File: config.mk
export PLATFORM = sky130hd
export DESIGN_NAME = uart_cmd_ctrl
export DESIGN_NICKNAME = d
export VERILOG_FILES = /design/src/rtl/uart_cmd_ctrl.sv
export SDC_FILE = /design/constraint.sdc
export NUM_CORES = 1
export LEC_CHECK = 0
export BUFFER_PORTS_ARGS = -buffer_cell sky130_fd_sc_hd__clkbuf_2
export CAP_MARGIN = 0
export CORE_MARGIN = 2
export CORE_UTILIZATION = 62
export CTS_CLUSTER_DIAMETER = 40
export CTS_CLUSTER_SIZE = 8
export DETAILED_ROUTE_END_ITERATION = 8
export HOLD_SLACK_MARGIN = 0.06
export PLACE_DENSITY = 0.85
export SYNTH_ARGS = -nofsm -noshare
export SYNTH_HDL_FRONTEND = slang
export SYNTH_SLANG_ARGS = --single-unit
File: constraint.sdc
create_clock -name in_clk -period 3.72 [get_ports in_clk]
set_input_delay 0.186 -clock in_clk [delete_from_list [all_inputs] [get_ports in_clk]]
set_output_delay 0.186 -clock in_clk [all_outputs]
set_load 0.01 [all_outputs]
File: src/rtl/uart_cmd_ctrl.sv
// Command sequencer behind the UART receiver: parses SYNC/ADDR/DLO/DHI/CHK frames
// and issues one register write per valid frame. Optional UART_CMD_ECHO_EN adds a status echo.
module uart_cmd_ctrl #(
    parameter int unsigned TIMEOUT_CYCLES = 23400,
    parameter logic [7:0]  SYNC_BYTE      = 8'hA5
) (
    input  logic        in_clk,
    input  logic        in_rst,
    input  logic        in_rx_ready,
    input  logic [7:0]  in_rx_data,
    output logic        out_wr_en,
    output logic [7:0]  out_wr_addr,
    output logic [15:0] out_wr_data,
    input  logic        in_wr_ack,
    output logic        out_busy,
    output logic        out_err_chk,
    output logic        out_err_timeout,
    output logic        out_overrun,
    output logic [7:0]  out_frame_cnt
`ifdef UART_CMD_ECHO_EN
    ,
    output logic        out_tx_start,
    output logic [7:0]  out_tx_data,
    input  logic        in_tx_busy
`endif
);

    localparam int unsigned CNT_W = $clog2(TIMEOUT_CYCLES + 1);
    localparam logic [CNT_W-1:0] CNT_LAST = CNT_W'(TIMEOUT_CYCLES - 1);

    typedef enum logic [2:0] {
        S_IDLE,
        S_ADDR,
        S_DLO,
        S_DHI,
        S_CHK,
        S_WRITE
    } state_t;

    state_t           state;
    logic [CNT_W-1:0] idle_cnt;
    logic [7:0]       addr_q;
    logic [7:0]       dlo_q;
    logic [7:0]       dhi_q;

    logic frame_active_c;
    logic timeout_c;
    logic chk_ok_c;
    logic ack_done_c;

    // A strobe in the limit cycle takes priority over the timeout.
    assign frame_active_c = (state inside {S_ADDR, S_DLO, S_DHI, S_CHK});
    assign timeout_c      = frame_active_c && !in_rx_ready && (idle_cnt == CNT_LAST);
    assign chk_ok_c       = (in_rx_data == (addr_q ^ dlo_q ^ dhi_q));
    assign ack_done_c     = (state == S_WRITE) && in_wr_ack;

    always_ff @(posedge in_clk or negedge in_rst) begin
        if (!in_rst) begin
            state           <= S_IDLE;
            idle_cnt        <= '0;
            addr_q          <= '0;
            dlo_q           <= '0;
            dhi_q           <= '0;
            out_wr_en       <= 1'b0;
            out_wr_addr     <= '0;
            out_wr_data     <= '0;
            out_busy        <= 1'b0;
            out_err_chk     <= 1'b0;
            out_err_timeout <= 1'b0;
            out_overrun     <= 1'b0;
            out_frame_cnt   <= '0;
        end else begin
            out_err_chk     <= 1'b0;
            out_err_timeout <= 1'b0;
            out_overrun     <= 1'b0;

            case (state)
                S_IDLE: begin
                    if (in_rx_ready && (in_rx_data == SYNC_BYTE)) begin
                        state    <= S_ADDR;
                        out_busy <= 1'b1;
                        idle_cnt <= '0;
                    end
                end
                S_ADDR: begin
                    if (in_rx_ready) begin
                        addr_q <= in_rx_data;
                        state  <= S_DLO;
                    end
                end
                S_DLO: begin
                    if (in_rx_ready) begin
                        dlo_q <= in_rx_data;
                        state <= S_DHI;
                    end
                end
                S_DHI: begin
                    if (in_rx_ready) begin
                        dhi_q <= in_rx_data;
                        state <= S_CHK;
                    end
                end
                S_CHK: begin
                    if (in_rx_ready) begin
                        if (chk_ok_c) begin
                            out_wr_addr <= addr_q;
                            out_wr_data <= {dhi_q, dlo_q};
                            out_wr_en   <= 1'b1;
                            state       <= S_WRITE;
                        end else begin
                            out_err_chk <= 1'b1;
                            out_busy    <= 1'b0;
                            state       <= S_IDLE;
                        end
                    end
                end
                S_WRITE: begin
                    // Bytes arriving while the write is outstanding are dropped.
                    if (in_rx_ready) begin
                        out_overrun <= 1'b1;
                    end
                    if (in_wr_ack) begin
                        out_wr_en     <= 1'b0;
                        out_frame_cnt <= out_frame_cnt + 8'd1;
                        out_busy      <= 1'b0;
                        state         <= S_IDLE;
                    end
                end
                default: begin
                    out_busy <= 1'b0;
                    state    <= S_IDLE;
                end
            endcase

            if (frame_active_c) begin
                idle_cnt <= in_rx_ready ? '0 : idle_cnt + 1'b1;
            end

            if (timeout_c) begin
                out_err_timeout <= 1'b1;
                out_busy        <= 1'b0;
                state           <= S_IDLE;
            end
        end
    end

`ifdef UART_CMD_ECHO_EN
    logic       chk_bad_c;
    logic       tx_pend;
    logic [7:0] tx_hold;

    assign chk_bad_c = (state == S_CHK) && in_rx_ready && !chk_ok_c;

    // One-deep status holding register; a newer status overwrites a pending one.
    always_ff @(posedge in_clk or negedge in_rst) begin
        if (!in_rst) begin
            tx_pend      <= 1'b0;
            tx_hold      <= '0;
            out_tx_start <= 1'b0;
            out_tx_data  <= '0;
        end else begin
            out_tx_start <= 1'b0;
            if (tx_pend && !in_tx_busy) begin
                out_tx_start <= 1'b1;
                out_tx_data  <= tx_hold;
                tx_pend      <= 1'b0;
            end
            if (ack_done_c) begin
                tx_pend <= 1'b1;
                tx_hold <= 8'h5A;
            end else if (chk_bad_c) begin
                tx_pend <= 1'b1;
                tx_hold <= 8'hE1;
            end else if (timeout_c) begin
                tx_pend <= 1'b1;
                tx_hold <= 8'hE2;
            end
        end
    end
`endif

endmodule

Word-level counts from Yosys, hierarchy flattened
Cells that the tools add are included.

Bits of input ports: 12. Word-level logic and storage cells: 83. Output and inout port bits: 37. Register bits after elaboration: 79.

Reductions and logical operators: 19. Bitwise operators: 2. Equality and inequality tests: 19. Multiplexer cells: 28. Add/sub/neg operators: 2.

Operator list (count): 2-to-1 mux 15 bit (4); 2-to-1 mux 3 bit (8); inequality test 3 bit, second input constant (7); one-hot mux 3 bit (6 select lines) (1); bitwise XOR 8 bit (2); adder 15 x 1 -> 15 bit, second input constant (1); equality test 15 bit, second input constant (1); 2-to-1 mux 1 bit (13); AND reduction 2 bit (5); adder 8 x 1 -> 8 bit, second input constant (1); equality test 8 bit (1); equality test 8 bit, second input constant (1); equality test 3 x 2 -> 1 bit, second input constant (2); equality test 3 bit, second input constant (2); inequality test 2 bit, second input constant (3); AND reduction 6 bit (1); nonzero test 2 bit (3); AND reduction 5 bit (1); one-hot mux 1 bit (4 select lines) (1); AND reduction 4 bit (1); nonzero test 4 bit (1); equality test 3 x 1 -> 1 bit, second input constant (1); logical AND 1 bit (3); logical NOT 3 bit (1); 5 further kinds (5).

Logic depth before layout (Yosys ltp)
Gate-level depths: netlist of run 1.

Depth in word-level cells: 7. Gate-level depth with buffers: 7. Depth with buffers taken out: 6.

Least setup slack after synthesis of run 1
No wires, ideal clock.

Path kind: flip-flop to flip-flop. From: register dhi_q[4]. To: register out_wr_addr[0]. Data required time: 3.595 ns. Cell stages (with the launch flop): 7. Arrival time: 1.722 ns. Clock period less this slack: 1.847 ns. Buffers on the path: 1. Path slack: 1.873 ns. Setup time: 0.125 ns. Cells stage by stage: dfrtp_1 xor2_1 xnor2_1 nor4_4 nand3_4 buf_6 mux2_4.

Cells in the longest elaborated chain, start to end: 3.

Ends and longest elaborated chain: from (decl) (line 44) `logic [7:0] dhi_q;`; from (signal assigned) (line 99) `dhi_q <= in_rx_data;`; bitwise XOR 8 bit (line 54) `assign chk_ok_c = (in_rx_data == (addr_q ^ dlo_q ^ dhi_q));`; equality test 8 bit (line 54); AND reduction 3 bit (no source line); to (signal assigned) (line 106) `out_wr_addr <= addr_q;`; to (decl) (line 12) `output logic [7:0] out_wr_addr,`.

Every way passes these cells. A chain may end at the register's enable or synchronous reset.

Final worst setup path of run 1
From: register dhi_q[4]. To: register out_wr_data[8].

Cells in the longest elaborated chain, start to end: 3.

Ends and longest elaborated chain: bitwise XOR 8 bit (line 54); equality test 8 bit (line 54); AND reduction 3 bit (no source line); to (signal assigned) (line 107) `out_wr_data <= {dhi_q, dlo_q};`; to (decl) (line 13) `output logic [15:0] out_wr_data,`.

Every way passes these cells.

==> impl_metrics.yaml, run 1 <==
setup_path:
  worstRegToRegCells: 5
  path_class: "reg -> reg"
  crit_required_ps: 3960
  cp_top_family: "simple AND/OR/NAND/NOR gates"
  cp_max_fo: 25
  max_stage_delay_ps: 480
  start_kind: "flop"
  slowest_stage: "mux2_1"
  ff2ff_setup_slack_ps: 1440
  r2r-end: "out_wr_data[8]"
  worstPathArrival_ps: 2520
  crit_buf_inv: 0
  critPathCaptureType: "flop"
  r2r-start: "dhi_q[4]"
  path_cells: "xor2_1 -> xnor2_1 -> nor4_4 -> nand3_4 -> mux2_1"
drt:
  drc: 0
  wl_um: 7200
  wl_met2_um: 3480
  viasPerCell: 5.81
  wl_met3_um: 324
  first_iter_violations: 267
  ant_nets: 0
  vias: 2538
  top_layer_used: "met4"
  wl_per_cell_um: 16.5
  met1Wirelength_um: 3240
  dr.pass1.iters: 4
pwr:
  power_mw: 2.89
  powerDensity_nw_per_um2: 679
  p_comb_share_pct: 34.1
  power.internal_mw: 1.84
  swShare_pct: 36.2
  p_switching_mw: 1.05
  clkPwrFrac_pct: 22.0
  seqPwrFrac_pct: 43.9
  peakVddDrop_mv: 0.392
  power.leakage_nw: 1.99
synth:
  ys.flop_type: "dfrtp_1"
  synth_compound_area_share_pct: 7.41
  avgSynthCellArea_um2: 12.1
  synth_edf_count: 0
  synth_xor_xnor_area_share_pct: 7.68
  ys_seq_area_share_pct: 52.5
  synthAdderAreaFrac_pct: 0.665
  synthSimpleGateAreaFrac_pct: 13.1
  synth_top_family_by_area: "multiplexers"
  synth_seq_cells: 79
  synth_cell_types: 45
  syn_inst: 310
  synth.area.mux_share_pct: 16.6
  async_reset_ff_share_pct: 100
  syn_nets: 324
  syn_area_um2: 3760
  synth_warnings: 0
floorplan:
  rows: 28
  die_y_um: 81.9
  die_w_um: 81.9
  die_area_um2: 6710
  ios: 49
  start_util_pct: 64.0
  core_area_um2: 5890
global_routing:
  grt_max_degree: 80
  first_global_vias: 2432
  grt_pass1_wl_um: 11800
  gr-total-overflow: 0
  antenna_found_initial: 0
  grt_use_total_pct: 23.9
final_layout:
  stdcell_count: 437
  ff_latch_area_um2: 1980
  synthToLayoutAreaGrowth_pct: 12.9
  drive_above_1_share_pct: 30.9
  final.fill_count: 409
  n_antenna_cell: 0
  multi_input_area_um2: 1710
  fin_nets: 371
clock_network:
  cts_buffers: 9
  cts_root_buf: "clkbuf_8"
  clk_pin_slew_ps: 80
  clockBufferDepth: 2
  clock_latency_ps: 360
  cts_setup_buffers: 0
  htree_levels: 3
  cts_num_sinks: 79
  cts_tree: "built"
hold_path:
  min_path_cells: 2
  worstHoldEndpoint: "addr_q[2]"
  hold_class: "in -> reg"
  hp-start: "in_rx_data[2]"
sta:
  fmax_mhz: 438
  fin_crit_sh_pct: 61.3
  slew_headroom_pct: 36.2
  finalClockSkew_ps: 11.5
  fin_crit_ps: 2280
  fin_setup_tns_ps: 0
  setup_viol: 0
  rsz0062_at_grt: "no"
  finalHoldViolCount: 0
  slew_violations: 0
  tightest_slew_ps: 957
status:
  outcome: "finished, final reports clean"
placed_design:
  io_buffers: 48
  gp_congestion: 0.810
  dp.cells: 420
  hpwlAfterDp_um: 5000
run:
  drv_cap: 0
worst reg2reg max path: stages, from the launching register on:
cell     delay [ps]
dfrtp_1         410
xor2_1          180
xnor2_1         190
nor4_4          440
nand3_4         450
mux2_1          500
area by class of cell:
| cell class | instances | share of cell area [%] |
|---|---|---|
| Sequential cell | 79 | 46.5 |
| Multi-Input combinational cell | 214 | 40.2 |
| Tap cell | 75 | 2.21 |
| Clock inverter | 5 | 1.35 |
| Timing Repair Buffer | 50 | 6.12 |
| Clock buffer | 11 | 3.33 |
| Inverter | 3 | 0.265 |
cell families after synthesis:
kind of cell | after synthesis
AOI/OAI and AO/OA | 46
muxes | 49
and+or+nand+nor | 84
buffers and inverters | 17
adders and majority gates | 2
DFF | 79
xor gates and xnor gates | 33
placed cells by master (no fill, tap or decap), drive strengths merged, types with 2 or more instances in the layout:
cell type  count
buf            2
clkbuf        58
a31oi          4
nor4bb         2
mux2          49
nand4          9
and3           3
nand3         14
xnor2         22
nor2          11
clkinvlp       3
xor2          11
nor4           4
dfrtp         79
and2           3
a21oi          5
ha             2
a311oi         2
o21ai         22
or3            3
nor3           5
o31ai          5
or4b           2
inv            3
nand2         21
power by group through the flow:
stage               Sequential, mW  Clock [mW]  Combinational, mW
floorplan                     1.21           0              0.812
global placement              1.27           0              0.951
detailed placement            1.28           0              0.979
CTS                           1.27       0.645              0.996
global route                  1.30       0.682               1.08
finish                        1.27       0.635              0.985
per-layer routing:
metal	vias to the layer above	GRT usage [%]
met1	1255	32.2
met2	63	37.2
met4	0	12.0
met3	14	4.29
met5	-	0
li1	1206	-
synth_stat cells, types with 2 or more instances:
| cell type | n | area, um2 |
|---|---|---|
| nor4_4 | 2 | 42.5 |
| xnor2_1 | 22 | 193 |
| nand4_1 | 9 | 56.3 |
| and2_1 | 3 | 18.8 |
| clkbuf_1 | 12 | 45.0 |
| mux2_2 | 25 | 282 |
| inv_1 | 2 | 7.51 |
| nor3_1 | 5 | 25.0 |
| nor2_1 | 11 | 41.3 |
| nor4_1 | 2 | 12.5 |
| a21oi_1 | 5 | 25.0 |
| and3_1 | 3 | 18.8 |
| a31oi_1 | 4 | 25.0 |
| o21ai_0 | 11 | 55.1 |
| xor2_1 | 11 | 96.3 |
| nand2_1 | 21 | 78.8 |
| nand3_1 | 13 | 65.1 |
| o31ai_1 | 5 | 37.5 |
| mux2_4 | 19 | 285 |
| or4b_1 | 2 | 20.0 |
| mux2_1 | 5 | 56.3 |
| a311oi_1 | 2 | 17.5 |
| dfrtp_1 | 79 | 1980 |
| nor4bb_1 | 2 | 20.0 |
| o21ai_1 | 11 | 55.1 |
| ha_1 | 2 | 25.0 |
| or3_1 | 3 | 18.8 |
| buf_6 | 2 | 22.5 |
flip-flops by register name, summed over array words and instances (netlist names), 3 cells and up:
register,flops
out_wr_data,16
out_frame_cnt,8
addr_q,8
idle_cnt,15
dlo_q,8
out_wr_addr,8
dhi_q,8
state,3
metrics by stage:
step | worst slack (ps) | util, % | hold WS (ps) | instance area, um2
2_1_floorplan | 1870 | - | -110 | 3760
3_3_place_gp | 1530 | 68.7 | 390 | 4040
3_5_place_dp | 1470 | 68.7 | 396 | 4040
4_1_cts | 1420 | 72.2 | 121 | 4250
5_1_grt | 1270 | 72.2 | 132 | 4250
6_report | 1440 | 72.2 | 130 | 4250
worst max-delay path by stage:
stage | startpoint | to | slack, ps | cells after the start
3_3_place_gp | dhi_q[4] | out_wr_addr[7] | 1530 | 5
6_report | dhi_q[4] | out_wr_data[8] | 1440 | 5
4_1_cts | dlo_q[7] | out_wr_data[8] | 1420 | 5
5_1_grt | dlo_q[2] | out_wr_data[8] | 1270 | 5
2_1_floorplan | dhi_q[4] | out_wr_addr[0] | 1870 | 6
3_5_place_dp | dlo_q[7] | out_wr_data[8] | 1470 | 5
repair_timing:
action / 4_1_cts / 5_1_grt
hold buffers: 1 / 0
resized for setup: 0 / 0
endpoints found under the setup margin: 0 / 0
endpoints found under the hold margin: 79 / 0
(Power assumes the default switching activity.)
==> run 2: changes to the inputs <==
- ABC_AREA: not set -> 1
- CORE_UTILIZATION: 62 -> 58
- PLACE_DENSITY: 0.85 -> 0.8
- clock period: 3.72 -> 2.1 ns (I/O delays scaled with it)
==> run 2 against run 1 <==
Final area up 4.9%. First-iteration DRC count shrank 32%. Sequential share of layout area decreased by 2.2 points. Via count grew 32%. Combinational power grew 82%. Critical endpoint is now idle_cnt[13]. Largest cell class unchanged.
==> impl_metrics.yaml, run 2 <==
sta:
  tightest_slew_ps: 616
  setup_viol: 0
  rsz0062_at_grt: "no"
  slew_violations: 0
  slew_headroom_pct: 58.9
  fin_crit_ps: 1900
  finalClockSkew_ps: 9.15
  finalHoldViolCount: 0
  fin_setup_tns_ps: 0
  fmax_mhz: 526
  fin_crit_sh_pct: 90.5
placed_design:
  gp_congestion: 0.959
  dp.cells: 610
  io_buffers: 48
  hpwlAfterDp_um: 5860
synth:
  synth_cell_types: 28
  synth_top_area_share_pct: 50.7
  synth_common_cells: "155 x nand2_1, 79 x dfrtp_1, 62 x inv_1"
  yosysMostFrequentCell: "nand2_1"
  synth_edf_count: 0
  syn_inst: 491
  synth_area_leaders: "dfrtp_1 51%, nand2_1 15%, inv_1 6.0%, o21ai_0 4.4%, nor2_1 3.7%"
  yosys.area.top_type: "dfrtp_1"
  synth_warnings: 0
  ys_seq_area_share_pct: 50.7
  ys.flop_type: "dfrtp_1"
  synth_seq_cells: 79
  async_reset_ff_share_pct: 100
  syn_area_um2: 3900
  avgSynthCellArea_um2: 7.94
  syn_nets: 505
floorplan:
  core_area_um2: 6420
  start_util_pct: 60.7
  die_y_um: 86.0
  die_w_um: 86.0
  ios: 49
  die_area_um2: 7390
  rows: 29
clock_network:
  clock_latency_ps: 360
  cts_root_buf: "clkbuf_8"
  htree_levels: 3
  clockBufferDepth: 2
  clk_pin_slew_ps: 80
  cts_num_sinks: 79
  cts_resized: 0
  cts_buffers: 9
  cts_tree: "built"
drt:
  first_iter_violations: 182
  wl_um: 8150
  vias: 3341
  ant_nets: 0
  viasPerCell: 5.31
  dr.pass1.iters: 5
  wl_per_cell_um: 13.0
  drc: 0
pwr:
  power.leakage_nw: 2.30
  powerDensity_nw_per_um2: 1160
  peakVddDrop_mv: 0.687
final_layout:
  final.fill_count: 525
  layout_common_cells: "155 x nand2_1, 79 x dfrtp_1, 62 x inv_1, 47 x clkbuf_2, 38 x nor2_1"
  n_antenna_cell: 0
  fin_nets: 561
  stdcell_count: 629
  largest_reg_flops: 16
  largest_registers: "out_wr_data x16, idle_cnt x15"
  synthToLayoutAreaGrowth_pct: 14.3
  drive_above_1_share_pct: 15.6
  top_register: "out_wr_data"
  layout_commonest_cell: "nand2_1"
setup_path:
  r2r-end: "idle_cnt[13]"
  cp_max_fo: 12
  path_cells: "inv_1 -> nand2_1 -> nor2_1 -> nand2_1 -> nand2_1 -> inv_1 -> o21ai_0"
  crit_end: "idle_cnt[13]"
  slowest_stage: "dfrtp_1"
  ff2ff_setup_slack_ps: 200
  path_class: "reg -> reg"
  start_kind: "flop"
  crit_required_ps: 2370
  max_stage_delay_ps: 390
  critPathLaunch: "state[0]"
  r2r-start: "state[0]"
  crit_top_cell: "nand2_1"
  worstRegToRegCells: 7
  worstPathArrival_ps: 2170
  critPathCaptureType: "flop"
hold_path:
  hold_class: "in -> reg"
status:
  outcome: "finished, final reports clean"
run:
  drv_cap: 0
global_routing:
  antenna_found_initial: 0
  grt_max_degree: 49
  grt_use_total_pct: 24.8
  grt_pass1_wl_um: 14300
  first_global_vias: 3137
  gr-total-overflow: 0
## run 2: layout make-up
class / count / area, um2 / area share [%]
Timing Repair Buffer: 55 / 315 / 7.07
Clock buffer: 9 / 124 / 2.78
Inverter: 69 / 259 / 5.81
Sequential cell: 79 / 1980 / 44.3
Multi-Input combinational cell: 333 / 1600 / 35.9
Tap cell: 77 / 96.3 / 2.16
Clock inverter: 7 / 87.6 / 1.96
## run 2: kinds of logic after synthesis
group	synth area share [%]
simple gates	25.6
buf+inv	8.28
flops	50.7
compound gates	10.2
xor+xnor	4.49
fa+ha+maj	0.642
## run 2: how the worst min path moves through the flow
stage	startpoint	endpoint	slack, ps	depth (start not counted)
after CTS	in_rx_data[4]	dhi_q[4]	80	3
after floorplan	in_rst	addr_q[0]	-190	0
after global routing	in_rx_data[0]	dhi_q[0]	110	3
after detailed placement	in_rst	out_wr_addr[3]	170	1
final	in_rx_data[4]	dhi_q[4]	90	3
after global placement	in_rst	out_wr_addr[6]	150	1
## run 2: power breakdown
part	switching [mW]	total [mW]	internal [mW]
combinational	1.18	1.79	0.608
clock	0.555	1.22	0.660
sequential	0.304	2.15	1.85
total	2.04	5.15	3.11
## run 2: critical path: cells and delay by family, from the launching register on
family | cells | cell delay (ps)
simple gates | 4 | 820
compound gates | 1 | 230
flops | 1 | 390
buf+inv | 2 | 380
## run 2: repair_timing
action,CTS,global route
hold buffers,3,0
buffers inserted,0,0
hold endpoints to repair,51,0
## run 2: through the flow
step | hold slack, ps | utilization, % | setup WS [ps] | power (mW) | cell area [um2]
floorplan | -191 | - | 540 | 3.45 | 3900
global placement | 153 | 65.7 | 344 | 3.85 | 4220
detailed placement | 166 | 65.7 | 236 | 3.94 | 4220
CTS | 82.1 | 69.4 | 242 | 5.18 | 4460
global route | 107 | 69.4 | 3.80 | 5.55 | 4460
finish | 94.7 | 69.4 | 200 | 5.15 | 4460
## run 2: per-layer routing
layer / routed length (um) / up-vias / share of wire, % / track usage (%)
li1: - / 1668 / - / -
met2: 3860 / 118 / 47 / 38.5
met5: 0 / - / 0 / 0
met4: 146 / 0 / 1.8 / 10.8
met1: 3610 / 1537 / 44 / 33.7
met3: 537 / 18 / 6.6 / 5.39
